===== config.mk =====
export PLATFORM = sky130hd
export DESIGN_NAME = serial_add_arbiter
export DESIGN_NICKNAME = d
export VERILOG_FILES = /design/src/rtl/serial_add_arbiter.sv
export SDC_FILE = /design/constraint.sdc
export NUM_CORES = 1
export LEC_CHECK = 0
export BUFFER_PORTS_ARGS = -buffer_cell sky130_fd_sc_hd__buf_4
export CORE_UTILIZATION = 50
export CTS_BUF_LIST = sky130_fd_sc_hd__clkbuf_4
export CTS_CLUSTER_SIZE = 14
export DETAILED_ROUTE_END_ITERATION = 16
export PLACE_DENSITY_LB_ADDON = 0.1
export SYNTH_ARGS = -nofsm -noshare
export SYNTH_HDL_FRONTEND = slang
export SYNTH_SLANG_ARGS = --single-unit

===== constraint.sdc =====
create_clock -name clk -period 1.7 [get_ports clk]
set_input_delay 0.085 -clock clk [delete_from_list [all_inputs] [get_ports clk]]
set_output_delay 0.085 -clock clk [all_outputs]
set_load 0.01 [all_outputs]

===== src/rtl/serial_add_arbiter.sv =====
// serial_add_arbiter: two requesters share one full-adder cell, arbitrated
// round-robin; each grant adds LSB-first over WIDTH cycles with a registered carry.
module serial_add_arbiter #(
  parameter int WIDTH = 8
) (
  input  logic             clk,
  input  logic             rst,
  input  logic             req0,
  input  logic [WIDTH-1:0] a0,
  input  logic [WIDTH-1:0] b0,
  input  logic             cin0,
  input  logic             req1,
  input  logic [WIDTH-1:0] a1,
  input  logic [WIDTH-1:0] b1,
  input  logic             cin1,
  output logic             ack0,
  output logic             ack1,
  output logic [WIDTH-1:0] sum,
  output logic             cout,
  output logic             busy,
  output logic             owner
);
  localparam int CW = $clog2(WIDTH);
  typedef enum logic [1:0] {IDLE, RUN, DONE} state_t;
  state_t state_q, state_d;
  logic [WIDTH-1:0] sa_q, sa_d, sb_q, sb_d, r_q, r_d, sum_q, sum_d;
  logic [CW-1:0] cnt_q, cnt_d;
  logic c_q, c_d, owner_q, owner_d, last_q, last_d, cout_q, cout_d;
  logic any_req, grant1, last_bit, s, carry;
  assign any_req  = req0 | req1;
  // Requester 1 wins when alone, or on a tie when requester 0 was served last.
  assign grant1   = req1 & (~req0 | ~last_q);
  assign last_bit = cnt_q == CW'(WIDTH - 1);
  assign s        = sa_q[0] ^ sb_q[0] ^ c_q;
  assign carry    = (sa_q[0] & sb_q[0]) | (sa_q[0] & c_q) | (sb_q[0] & c_q);
  always_ff @(posedge clk) begin
    if (rst) begin
      state_q <= IDLE;
      sa_q    <= '0;
      sb_q    <= '0;
      r_q     <= '0;
      cnt_q   <= '0;
      c_q     <= 1'b0;
      owner_q <= 1'b0;
      last_q  <= 1'b1;
      sum_q   <= '0;
      cout_q  <= 1'b0;
    end else begin
      state_q <= state_d;
      sa_q    <= sa_d;
      sb_q    <= sb_d;
      r_q     <= r_d;
      cnt_q   <= cnt_d;
      c_q     <= c_d;
      owner_q <= owner_d;
      last_q  <= last_d;
      sum_q   <= sum_d;
      cout_q  <= cout_d;
    end
  end
  always_comb begin
    state_d = state_q;
    if (state_q == IDLE && any_req) state_d = RUN;
    else if (state_q == RUN && last_bit) state_d = DONE;
    else if (state_q == DONE) state_d = IDLE;
  end
  always_comb begin
    sa_d    = sa_q;
    sb_d    = sb_q;
    r_d     = r_q;
    cnt_d   = cnt_q;
    c_d     = c_q;
    owner_d = owner_q;
    last_d  = last_q;
    sum_d   = sum_q;
    cout_d  = cout_q;
    if (state_q == IDLE && any_req) begin
      sa_d    = grant1 ? a1 : a0;
      sb_d    = grant1 ? b1 : b0;
      c_d     = grant1 ? cin1 : cin0;
      cnt_d   = '0;
      owner_d = grant1;
    end else if (state_q == RUN) begin
      sa_d  = sa_q >> 1;
      sb_d  = sb_q >> 1;
      r_d   = {s, r_q[WIDTH-1:1]};
      c_d   = carry;
      cnt_d = cnt_q + CW'(1);
      // Publish on the final bit edge so the result is valid alongside ack.
      sum_d  = last_bit ? r_d : sum_q;
      cout_d = last_bit ? carry : cout_q;
    end else if (state_q == DONE) begin
      last_d = owner_q;
    end
  end
  always_comb begin
    ack0 = state_q == DONE && !owner_q;
    ack1 = state_q == DONE && owner_q;
    busy = state_q != IDLE;
  end
  assign sum   = sum_q;
  assign cout  = cout_q;
  assign owner = owner_q;
endmodule


==> flow_metrics.tcl <==
set metrics [dict create \
    r2r-end "sa_q[5]" \
    die_height_um 62.6 \
    syn-instance-count 207 \
    synth.avg_cell_area_um2 8.87 \
    grt_max_degree 41 \
    yosys-top-cells-count "nand2_1 (47), dfxtp_1 (40), nor2_1 (29), a21oi_1 (18)" \
    setup_tns_ps 0 \
    dr_total_vias 1680 \
    die_w_um 62.6 \
    cts_tree "yes" \
    place_area_um2 2250 \
    synth_edf_count 0 \
    cts_setup_buffers 0 \
    period_minus_slack_ps 1570 \
    pre_cts_slack_ps 73.0 \
    ys_ff_latch 40 \
    status "completed" \
    setup_viol 0 \
    crit_arrival_ps 1850 \
    yosysWarnings 0 \
    timing.fmax_mhz 637 \
    wl_met3_um 185 \
    rsz0062_at_grt "false" \
    dieArea_um2 3920 \
    nNetsFinal 310 \
    met1Wirelength_um 1990 \
    synth_most_common_cell "nand2_1" \
    clk_latency_ps 350 \
    syn-num-nets 248 \
    multi_input_area_um2 958 \
    maxCapViolCount 0 \
    maxSlewViolCount 0 \
    grt_pass1_wl_um 7340 \
    vias_per_cell 5.33 \
    r2r_slack_ps 130 \
    track_usage_pct 23.7 \
    power_density_nw_per_um2 735 \
    synthFlopType "dfxtp_1" \
    dr.max_layer_used "met4" \
    fin_crit_sh_pct 92.4 \
    grt_pass1_vias 1664 \
    irDropWorstVdd_mv 0.433 \
    portBuffers 50 \
    nFillCells 295 \
    cellLeakagePower_nw 0.995 \
    core_um2 3420 \
    crit_start "state_q[1]" \
    place.gp.congestion 0.723 \
    cts.reportedPaths.clkPinSlew_ps 110 \
    drtIter0Drc 85 \
    antenna_left 0 \
    crit_required_ps 1980 \
    seq_area_frac_synth_pct 43.6 \
    worst_pin_slew_ps 654 \
    holdCritPathClass "input pin to flop" \
    synth_area_leaders "dfxtp_1 (44%), nand2_1 (9.6%), a221oi_2 (8.2%), a211oi_2 (6.8%), nor2_1 (5.9%)" \
    critPathKind "flop to flop" \
    fin_skew_ps 5.00 \
    antenna_found_initial 0 \
    hold_violations 0 \
    initial_core_util_pct 53.8 \
    final_util_pct 71.6 \
    r2r-start "state_q[1]" \
    ios 51 \
    clock_tree.root_cell "clkbuf_4" \
    synth_largest_area_cell "dfxtp_1" \
    drive_gt1_share_pct 32.7 \
    syn_to_final_growth_pct 33.2 \
    worst_slack_ps 130 \
    stdcell_area_um2 2450 \
    startpoint_type "flop" \
    critPathCaptureType "flop" \
    htree_levels 2 \
    cts_inserted_buffers 5 \
    drt_first_pass_iters 4 \
    hpwl_um 2690 \
    drc 0 \
    critPathCapture "sa_q[5]" \
    drt-total-wl_um 4170 \
    regArea_um2 801 \
    clock-sinks 40 \
    synthDistinctLibCells 32 \
    slew_headroom_pct 56.4 \
    antenna_cells 0 \
    dr_wl_met2_um 1920 \
    crit_path_max_fanout 10 \
    rows 21 \
    async_reset_ff_share_pct 0 \
    syn_area_um2 1840 \
    clk_path_buf_depth 2 \
    finalPower_w 0.00180 \
    wl_per_cell_um 13.2 \
    r2r_cells 5 \
    grt_overflow_total 0 \
    yosysTopAreaCellShare_pct 43.6 \
]
## worst min path at each step
| stage | slack [ps] | start | endpoint | depth (start not counted) |
|---|---|---|---|---|
| floorplan | 230 | b1[1] | sb_q[1] | 2 |
| global placement | 360 | b1[2] | sb_q[2] | 3 |
| detailed placement | 360 | b1[2] | sb_q[2] | 3 |
| CTS | 70 | a0[4] | sa_q[4] | 3 |
| global route | 80 | a0[1] | sa_q[1] | 3 |
| finish | 90 | a0[1] | sa_q[1] | 3 |
## per-layer routing
metal | up-vias | global-route usage (%)
li1 | 856 | -
met1 | 774 | 30.0
met2 | 42 | 39.0
met3 | 8 | 5.47
met4 | 0 | 9.30
met5 | - | 0
## area by class of cell
class | instances | area share [%]
clock buffers | 6 | 1.84
clock inverters | 1 | 0.204
inverters | 2 | 0.307
multi-input cells | 150 | 39.2
flip-flops and latches | 40 | 32.7
well taps | 46 | 2.35
repair buffers | 70 | 23.4
## report_power, final
group / internal, W / switching [W]
Clock: 0.000168 / 0.000300
Combinational: 0.000174 / 0.000144
Sequential: 0.000980 / 0.0000308
## registers in the layout, summed over array words and instances, names as in the netlist
| signal | flops |
|---|---|
| sa_q | 8 |
| sb_q | 8 |
| sum | 8 |
| r_q | 7 |
| cnt_q | 3 |
| state_q | 2 |
| c_q | 1 |
| cout | 1 |
| last_q | 1 |
| owner | 1 |
## metrics by stage
step                      instances  hold WS (ps)
after global routing            315          80.9
after global placement          294           356
after detailed placement        294           358
final                           315          88.1
after CTS                       315          74.1
after floorplan                 207           226
## worst max-delay path: stages, from the launching register on
cell      delay (ps)
dfxtp_1          380
or3b_1           430
nor2b_4          210
buf_12           170
a221oi_2          70
a211oi_2         230
## what timing repair did
action | 4_1_cts | 5_1_grt
resized for setup | 0 | 2
setup endpoints to repair | 0 | 18
hold endpoints to repair | 14 | 0
hold buffers | 14 | 0
## kinds of logic (layout without fill, tap and decap cells)
logic type,Yosys count,count (layout),synth area share (%)
AND/OR/NAND/NOR,88,88,20.1
AO/OA/AOI/OAI,57,57,28.3
flip-flops,40,40,43.6
buffers and inverters,17,79,4.50
adder cells (fa/ha/maj),3,3,2.45
multiplexers,2,2,1.09
## cell usage in the layout (no fill, tap or decap), drive strengths merged, types with 2 or more instances in the layout
| master | netlist | final |
|---|---|---|
| dfxtp | 40 | 40 |
| nor3 | 2 | 2 |
| nand2 | 47 | 47 |
| a211oi | 16 | 16 |
| and2 | 2 | 2 |
| a21oi | 18 | 18 |
| buf | 7 | 56 |
| nor2b | 2 | 2 |
| a2bb2oi | 2 | 2 |
| nand2b | 3 | 3 |
| inv | 2 | 2 |
| a221oi | 14 | 14 |
| nor2 | 29 | 29 |
| ha | 2 | 2 |
| clkbuf | 8 | 6 |
| dlygate4sd3 | 0 | 14 |
| mux2i | 2 | 2 |
| a22oi | 2 | 2 |
Note: power is estimated with default switching activity, not from simulation.
